## src/rtl/multicycle_microprocessor_if.sv

```systemverilog
// Instruction-fetch handshake between the processor (master) and an external
// instruction memory (slave): request/address out, valid/instruction word back.
interface multicycle_microprocessor_if #(
    parameter int PC_W    = 8,
    parameter int INSTR_W = 8
);
    logic               req;
    logic [PC_W-1:0]    addr;
    logic               valid;
    logic [INSTR_W-1:0] rdata;

    modport master (output req, output addr, input valid, input rdata);
    modport slave  (input req, input addr, output valid, output rdata);
endinterface

```

## src/rtl/multicycle_microprocessor.sv

```systemverilog
// Parametrised multi-cycle processor: FETCH/DECODE/EXEC/MEM/WB/HALT with internal data memory.
// Optional macro SINGLE_STEP_EN adds a step input that gates instruction fetch.
module multicycle_microprocessor #(
    parameter int DATA_W            = 8,
    parameter int REG_ADDR_W        = 2,
    parameter int PC_W              = 8,
    parameter int LOWER_DMEM_LIMIT  = 0,
    parameter int HIGHER_DMEM_LIMIT = 15
) (
    input  logic                       clk,
    input  logic                       reset,
`ifdef SINGLE_STEP_EN
    input  logic                       step,
`endif
    multicycle_microprocessor_if.master imem,
    output logic [PC_W-1:0]            pc,
    output logic [DATA_W-1:0]          wb_data,
    output logic                       wb_valid,
    output logic [2:0]                 flags
);
    localparam int INSTR_W    = 2 + 3 * REG_ADDR_W;
    localparam int NUM_REGS   = 2 ** REG_ADDR_W;
    localparam int DMEM_DEPTH = HIGHER_DMEM_LIMIT - LOWER_DMEM_LIMIT + 1;
    localparam int DMEM_AW    = (DMEM_DEPTH > 1) ? $clog2(DMEM_DEPTH) : 1;

    localparam logic [1:0] OP_ADD  = 2'b00;
    localparam logic [1:0] OP_ADDI = 2'b01;
    localparam logic [1:0] OP_MEM  = 2'b10;
    localparam logic [1:0] OP_BR   = 2'b11;

    typedef enum logic [2:0] {
        S_FETCH, S_DECODE, S_EXEC, S_MEM, S_WB, S_HALT
    } state_t;

    state_t                  state_reg, state_next;
    logic [INSTR_W-1:0]      ir_reg;
    logic [DATA_W-1:0]       op_a_reg, op_b_reg;
    logic [PC_W-1:0]         pc_reg;
    logic [DATA_W-1:0]       wb_data_reg;
    logic                    wb_valid_reg;
    logic [2:0]              flags_reg;
    logic [DATA_W-1:0]       rf [NUM_REGS];
    logic [DATA_W-1:0]       dmem [DMEM_DEPTH];

    logic                    req_c, rf_we_c;
    logic [1:0]              op;
    logic [REG_ADDR_W-1:0]   rs, rt, rd;
    logic [DATA_W-1:0]       imm_data, alu_b, alu_sum, load_data;
    logic [PC_W-1:0]         imm_pc, br_target;
    logic                    alu_ovf, br_halt, is_store, fetch_fire, addr_in_range;
    logic [REG_ADDR_W-1:0]   rf_waddr;
    logic [DMEM_AW-1:0]      dmem_idx;

    assign op = ir_reg[INSTR_W-1 -: 2];
    assign rs = ir_reg[3*REG_ADDR_W-1 -: REG_ADDR_W];
    assign rt = ir_reg[2*REG_ADDR_W-1 -: REG_ADDR_W];
    assign rd = ir_reg[REG_ADDR_W-1:0];

    assign imm_data = {{(DATA_W-REG_ADDR_W){rd[REG_ADDR_W-1]}}, rd};
    assign imm_pc   = {{(PC_W-REG_ADDR_W){rd[REG_ADDR_W-1]}}, rd};
    assign is_store = rd[0];
    assign br_halt  = &rd;

`ifdef SINGLE_STEP_EN
    assign fetch_fire = imem.valid && step;
`else
    assign fetch_fire = imem.valid;
`endif

    assign alu_b     = (op == OP_ADDI) ? imm_data : op_b_reg;
    assign alu_sum   = op_a_reg + alu_b;
    // Signed overflow: operands agree in sign but the sum does not.
    assign alu_ovf   = (op_a_reg[DATA_W-1] == alu_b[DATA_W-1]) &&
                       (alu_sum[DATA_W-1] != op_a_reg[DATA_W-1]);
    assign br_target = pc_reg + PC_W'(1) + imm_pc;

    generate
        if (LOWER_DMEM_LIMIT == 0) begin : g_range_from_zero
            assign addr_in_range = (op_a_reg <= DATA_W'(HIGHER_DMEM_LIMIT));
        end else begin : g_range_window
            assign addr_in_range = (op_a_reg >= DATA_W'(LOWER_DMEM_LIMIT)) &&
                                   (op_a_reg <= DATA_W'(HIGHER_DMEM_LIMIT));
        end
    endgenerate

    assign dmem_idx  = DMEM_AW'(op_a_reg - DATA_W'(LOWER_DMEM_LIMIT));
    assign load_data = addr_in_range ? dmem[dmem_idx] : '0;
    assign rf_waddr  = (op == OP_ADD) ? rd : rt;

    always_ff @(posedge clk or negedge reset) begin
        if (!reset) state_reg <= S_FETCH;
        else        state_reg <= state_next;
    end

    always_comb begin
        state_next = state_reg;
        case (state_reg)
            S_FETCH:  if (fetch_fire) state_next = S_DECODE;
            S_DECODE: state_next = S_EXEC;
            S_EXEC: begin
                case (op)
                    OP_MEM:  state_next = S_MEM;
                    OP_BR:   state_next = br_halt ? S_HALT : S_FETCH;
                    default: state_next = S_WB;
                endcase
            end
            S_MEM:    state_next = is_store ? S_FETCH : S_WB;
            S_WB:     state_next = S_FETCH;
            S_HALT:   state_next = S_HALT;
            default:  state_next = S_FETCH;
        endcase
    end

    // Request is gated by reset so it drops the instant reset asserts.
    always_comb begin
        req_c   = 1'b0;
        rf_we_c = 1'b0;
        if (state_reg == S_FETCH) req_c = reset;
        if (state_reg == S_WB)    rf_we_c = 1'b1;
    end

    always_ff @(posedge clk or negedge reset) begin
        if (!reset) begin
            ir_reg       <= '0;
            op_a_reg     <= '0;
            op_b_reg     <= '0;
            pc_reg       <= '0;
            wb_data_reg  <= '0;
            wb_valid_reg <= 1'b0;
            flags_reg    <= '0;
        end else begin
            wb_valid_reg <= (state_next == S_WB);
            case (state_reg)
                S_FETCH:  if (fetch_fire) ir_reg <= imem.rdata;
                S_DECODE: begin
                    op_a_reg <= rf[rs];
                    op_b_reg <= rf[rt];
                end
                S_EXEC: begin
                    case (op)
                        OP_BR: begin
                            if (br_halt) flags_reg[0] <= 1'b1;
                            else         pc_reg <= br_target;
                        end
                        OP_MEM: pc_reg <= pc_reg + PC_W'(1);
                        default: begin
                            pc_reg      <= pc_reg + PC_W'(1);
                            wb_data_reg <= alu_sum;
                            if (alu_ovf) flags_reg[1] <= 1'b1;
                        end
                    endcase
                end
                S_MEM: begin
                    if (!addr_in_range) flags_reg[2] <= 1'b1;
                    if (!is_store)      wb_data_reg <= load_data;
                end
                default: ;
            endcase
        end
    end

    // Register file and data memory must clear on reset, so each word is a flop.
    generate
        for (genvar gi = 0; gi < NUM_REGS; gi++) begin : g_rf
            logic [DATA_W-1:0] word_reg;
            always_ff @(posedge clk or negedge reset) begin
                if (!reset)
                    word_reg <= '0;
                else if (rf_we_c && (rf_waddr == REG_ADDR_W'(gi)))
                    word_reg <= wb_data_reg;
            end
            assign rf[gi] = word_reg;
        end

        for (genvar gi = 0; gi < DMEM_DEPTH; gi++) begin : g_dmem
            logic [DATA_W-1:0] word_reg;
            always_ff @(posedge clk or negedge reset) begin
                if (!reset)
                    word_reg <= '0;
                else if ((state_reg == S_MEM) && is_store && addr_in_range &&
                         (dmem_idx == DMEM_AW'(gi)))
                    word_reg <= op_b_reg;
            end
            assign dmem[gi] = word_reg;
        end
    endgenerate

    assign imem.req  = req_c;
    assign imem.addr = pc_reg;
    assign pc        = pc_reg;
    assign wb_data   = wb_data_reg;
    assign wb_valid  = wb_valid_reg;
    assign flags     = flags_reg;
endmodule
```

## src/flat_wrapper.sv

```systemverilog
// flat-port wrapper written by rule: the top's interface ports become plain ports
module multicycle_microprocessor_flat 
#(
    parameter int DATA_W            = 8,
    parameter int REG_ADDR_W        = 2,
    parameter int PC_W              = 8,
    parameter int LOWER_DMEM_LIMIT  = 0,
    parameter int HIGHER_DMEM_LIMIT = 15
)
  (clk, reset, pc, wb_data, wb_valid, flags, imem_req, imem_addr, imem_valid, imem_rdata);
  multicycle_microprocessor_if #(.PC_W(PC_W)) imem_i ();
  input  logic clk;
  input  logic reset;
  output logic [PC_W-1:0] pc;
  output logic [DATA_W-1:0] wb_data;
  output logic wb_valid;
  output logic [2:0] flags;
  output wire logic [$bits(imem_i.req)-1:0] imem_req;
  output wire logic [$bits(imem_i.addr)-1:0] imem_addr;
  input wire logic [$bits(imem_i.valid)-1:0] imem_valid;
  input wire logic [$bits(imem_i.rdata)-1:0] imem_rdata;
  assign imem_req = imem_i.req;
  assign imem_addr = imem_i.addr;
  assign imem_i.valid = imem_valid;
  assign imem_i.rdata = imem_rdata;
  multicycle_microprocessor #(.DATA_W(DATA_W), .REG_ADDR_W(REG_ADDR_W), .PC_W(PC_W), .LOWER_DMEM_LIMIT(LOWER_DMEM_LIMIT), .HIGHER_DMEM_LIMIT(HIGHER_DMEM_LIMIT)) u_core (.clk(clk), .reset(reset), .imem(imem_i), .pc(pc), .wb_data(wb_data), .wb_valid(wb_valid), .flags(flags));
endmodule
```

## config.mk

```make
export PLATFORM = sky130hd
export DESIGN_NAME = multicycle_microprocessor_flat
export DESIGN_NICKNAME = d
export VERILOG_FILES = /design/src/rtl/multicycle_microprocessor_if.sv /design/src/rtl/multicycle_microprocessor.sv /design/src/flat_wrapper.sv
export SDC_FILE = /design/constraint.sdc
export NUM_CORES = 1
export LEC_CHECK = 0
export CORE_UTILIZATION = 35
export DETAILED_ROUTE_END_ITERATION = 12
export PLACE_DENSITY = 0.56
export SYNTH_ARGS = -nofsm -noshare
export SYNTH_HDL_FRONTEND = slang
export SYNTH_SLANG_ARGS = --single-unit
export TNS_END_PERCENT = 1
```

## constraint.sdc

```tcl
create_clock -name clk -period 2.62 [get_ports clk]
set_input_delay 0.262 -clock clk [delete_from_list [all_inputs] [get_ports clk]]
set_output_delay 0.262 -clock clk [all_outputs]
set_load 0.02 [all_outputs]
```

==> results.txt <==
The run gives 0 as the number of inserted diodes. The longest clock path from root to sink contains 3 buffers. The setup check on the worst reg-to-reg path leaves a slack of 0.1 ns.

For the full die area, the log shows 30,200 um2. For the initial antenna violation count, the log shows 0. The netlist uses 53 different library cells. The final number of max-transition violations was 0. The number of enable flip-flop cells after synthesis is 0. The final hold violation count was 0; the register bit total from synthesis was 207. The fraction of registers with async set or reset after synthesis is 100.0%. The clock root buffer is sky130_fd_sc_hd__clkbuf_16. For the final worst-path setup slack, the log shows 0.09963 ns. In this run the worst setup path terminates at u_core.imem.addr[7]$_DFFE_PN0P_. Of the synthesized area, sequential elements account for 50.15%. The logs give 28,860 um2 for the area inside the core boundary and 24.7% for the clock group share of total power.

The library cell used most frequently in the layout, excluding fill and tap cells, is sky130_fd_sc_hd__dfrtp_1. The run finished with clean final reports. The first element of the critical path is u_core.imem.addr[0]$_DFFE_PN0P_. The sequential fraction of design power was 33.5%; the area overhead of the layout relative to synthesis was 19.17%. Along the worst hold path, the cell count comes to 2. The largest voltage drop on the vdd net was 0.5666 mV; the average cell area after synthesis was 14.09 um2.

The run gives 39,030 um as the first-pass GRT wire length. The logs give 3.06 ns for the required time reported for the critical path endpoint and 35.80% for the initial core utilization. The tree built by TritonCTS fans out to 207 sinks. The run gives 0 as the final count of negative-setup-slack endpoints.

Clock latency on the worst-skew pair, taken at its later pin, is 0.52 ns. The average vias per placed instance works out to 5.166. Via count of the first global-routing pass: 6,559.

Measured in cells, the most critical reg-to-reg path has a length of 10. The run gives 40 as the number of I/O pins. The register with the most flip-flops in the layout has 128 of them. Counting every net in the synthesized netlist gives 762. The critical path is of the reg2reg type. The cell count after synthesis came out at 733. Cells with a size suffix above 1 make up 44.50% of the layout.

In this run the worst path has a maximum fanout of 4. Combinational cells account for 41.8% of the total power. The data arrival time of the critical path came out at 2.96 ns.

The worst pin sits at a relative slew slack of 36.40%. The tools report the remaining antenna violation count as 0. Setup repair after global routing could not meet its margin everywhere.

For the pin with the worst max-slew slack, the measured transition is 0.9540 ns. The tool flagged a number of max-cap violations equal to 0. The routed wirelength normalized by instance count was 20.01 um; the net switching power was 5023 uW. For this design the static power due to leakage is 0.005587 uW.

The number of H-tree branching levels is 1. The achievable clock frequency was 396.8 MHz; the die boundary width was 173.8 um. Net switching is 36.45% of the power.

The placed wire-length estimate is 16,240 um. After layout, the minimum clock period comes to 2.520 ns. The startpoint identified for the worst register-to-register timing path is u_core.imem.addr[0]$_DFFE_PN0P_. STA classifies the critical path startpoint as a register.

The worst hold path belongs to the class in2reg. The global-route usage over all layers is 16.59%, and the cell-internal power is 8759 uW. During placement, the flow inserted port buffers numbering 39.

Power spread over the standard cell area amounts to 1119 nW/um2. The first routing iteration left 335 violations. The tools report the number of fill cells in the layout as 2,682. Post-detailed-routing wire length: 24,230 um.

For the remaining global-route overflow, the log shows 0. The run gives 0.01391 ns as the worst-case clock skew. The tools report the clock buffer count from CTS as 24.

The total power came out at 13,780 uW. After detailed routing, the number of remaining DRC violations is 0. The startpoint of the tightest hold check path is imem_rdata[4]. The clock transition time at the flip-flop clock pins of the worst setup and hold paths works out to 0.06 ns. The final route contains 6,256 vias. The final critical path takes up 96.20% of the cycle. The floorplan has 62 rows. The worst hold slack is 0.3588 ns, and the number of synthesis warnings is 0. The tools report the total iterations of the first detailed-routing run as 6. After synthesis the cells add up to 10,330 um2. Leaving out fill and tap cells, the most frequent cells in the layout are sky130_fd_sc_hd__dfrtp_1 (205), sky130_fd_sc_hd__mux2_2 (186), sky130_fd_sc_hd__mux4_2 (53), sky130_fd_sc_hd__buf_4 (53), sky130_fd_sc_hd__clkdlybuf4s50_1 (38).

Measured along the y axis, the die boundary spans 173.8 um. OpenSTA, run right after detailed placement, puts the worst setup slack at 0.06953 ns. Finished layout cell area: 12,310 um2. Once placement finished, the instance area stood at 11,480 um2.

The net count of the finished layout is 840. At the end of routability-driven placement, the weighted congestion stood at 0.8445. The worst setup path is captured at a register. Among all flip-flop cells after synthesis, the most frequent one is sky130_fd_sc_hd__dfrtp_1. TritonCTS built the clock tree. Entering global routing, the biggest net connects 159 pins. In this run the critical register-to-register path is captured at u_core.imem.addr[7]$_DFFE_PN0P_.
-- power by group through the flow --
| stage | combinational (uW) | sequential [uW] | clock, uW |
|---|---|---|---|
| 2_1_floorplan | 3940 | 4520 | 0 |
| 3_3_place_gp | 5700 | 4670 | 0 |
| 3_5_place_dp | 5730 | 4680 | 0 |
| 4_1_cts | 5750 | 4630 | 3470 |
| 5_1_grt | 6300 | 4740 | 3600 |
| 6_report | 5760 | 4620 | 3400 |
-- critical path, stage by stage, from the launching register on --
cell                       delay, ns
sky130_fd_sc_hd__dfrtp_1        0.39
sky130_fd_sc_hd__and3_1         0.25
sky130_fd_sc_hd__and3_1         0.24
sky130_fd_sc_hd__xnor2_1        0.20
sky130_fd_sc_hd__ha_1           0.28
sky130_fd_sc_hd__o21a_1         0.19
sky130_fd_sc_hd__nor2_1         0.16
sky130_fd_sc_hd__mux2i_1        0.13
sky130_fd_sc_hd__a211oi_2       0.23
sky130_fd_sc_hd__mux2i_1        0.24
sky130_fd_sc_hd__xnor2_1        0.13
-- metrics by stage --
step / TNS, ns / cells / utilization, %
CTS: 0 / 1211 / 42.59
global route: -0.05532 / 1211 / 42.66
detailed placement: 0 / 1168 / 39.77
finish: 0 / 1211 / 42.66
floorplan: 0 / 733 / -
global placement: 0 / 1168 / 39.77
-- Yosys cell counts (9+ instances only) --
master                     number  area (um2)
sky130_fd_sc_hd__a21oi_1       24       120.1
sky130_fd_sc_hd__buf_2         17       85.08
sky130_fd_sc_hd__buf_4          9       67.56
sky130_fd_sc_hd__clkbuf_1      16       60.06
sky130_fd_sc_hd__dfrtp_1      207        5180
sky130_fd_sc_hd__ha_1          16       200.2
sky130_fd_sc_hd__mux2_2       186        2095
sky130_fd_sc_hd__mux2i_1       14       140.1
sky130_fd_sc_hd__mux4_2        53        1194
sky130_fd_sc_hd__nand2_1       30       112.6
sky130_fd_sc_hd__nand2b_1       9       56.30
sky130_fd_sc_hd__nand3_1       13       65.06
sky130_fd_sc_hd__nor2_1        23       86.33
sky130_fd_sc_hd__nor2_2         9       56.30
sky130_fd_sc_hd__o21ai_0       13       65.06
sky130_fd_sc_hd__xnor2_1       10       87.58
-- worst min path at each step --
stage | to | slack (ns)
detailed placement | u_core.g_rf[1].word_reg[6]$_DFFE_PN0P_ | 0.46
floorplan | u_core.flags[0]$_DFFE_PN0P_ | -0.03
global placement | u_core.g_rf[0].word_reg[6]$_DFFE_PN0P_ | 0.47
global route | u_core.ir_reg[1]$_DFFE_PN0P_ | 0.36
finish | u_core.ir_reg[4]$_DFFE_PN0P_ | 0.36
CTS | u_core.ir_reg[4]$_DFFE_PN0P_ | 0.34
-- cell type report --
| class | instances | area, um2 | share of cell area (%) |
|---|---|---|---|
| tap | 384 | 480.5 | 3.903 |
| clock buffer | 29 | 680.7 | 5.529 |
| sequential | 207 | 5182 | 42.10 |
| inverter | 6 | 22.52 | 0.1829 |
| multi-input combinational | 474 | 4918 | 39.95 |
| clock inverter | 13 | 123.9 | 1.006 |
| timing repair buffer | 98 | 902.1 | 7.328 |
-- logic make-up (layout without fill, tap and decap cells) --
| group | after synthesis | after routing | synth area share (%) |
|---|---|---|---|
| AND/OR/NAND/NOR | 120 | 120 | 6.529 |
| flip-flops | 207 | 207 | 50.15 |
| XOR/XNOR | 15 | 15 | 1.272 |
| AO/OA/AOI/OAI | 68 | 68 | 4.118 |
| multiplexers | 253 | 253 | 33.19 |
| buffers and inverters | 52 | 146 | 2.422 |
| adder cells (fa/ha/maj) | 18 | 18 | 2.326 |
-- routing by layer --
metal,GRT usage (%),wire length [um],vias to the layer above
li1,-,-,2869
met1,24.13,11660,3288
met2,26.17,11410,69
met3,2.303,742,30
met4,3.874,408,0
met5,0,0,-
-- repair_timing --
action	4_1_cts	5_1_grt
hold buffers	1	0
endpoints found under the setup margin	0	5
endpoints found under the hold margin	70	0
setup buffers	0	0
resized for setup	0	4
No activity file was read; power rests on OpenSTA's default activity.
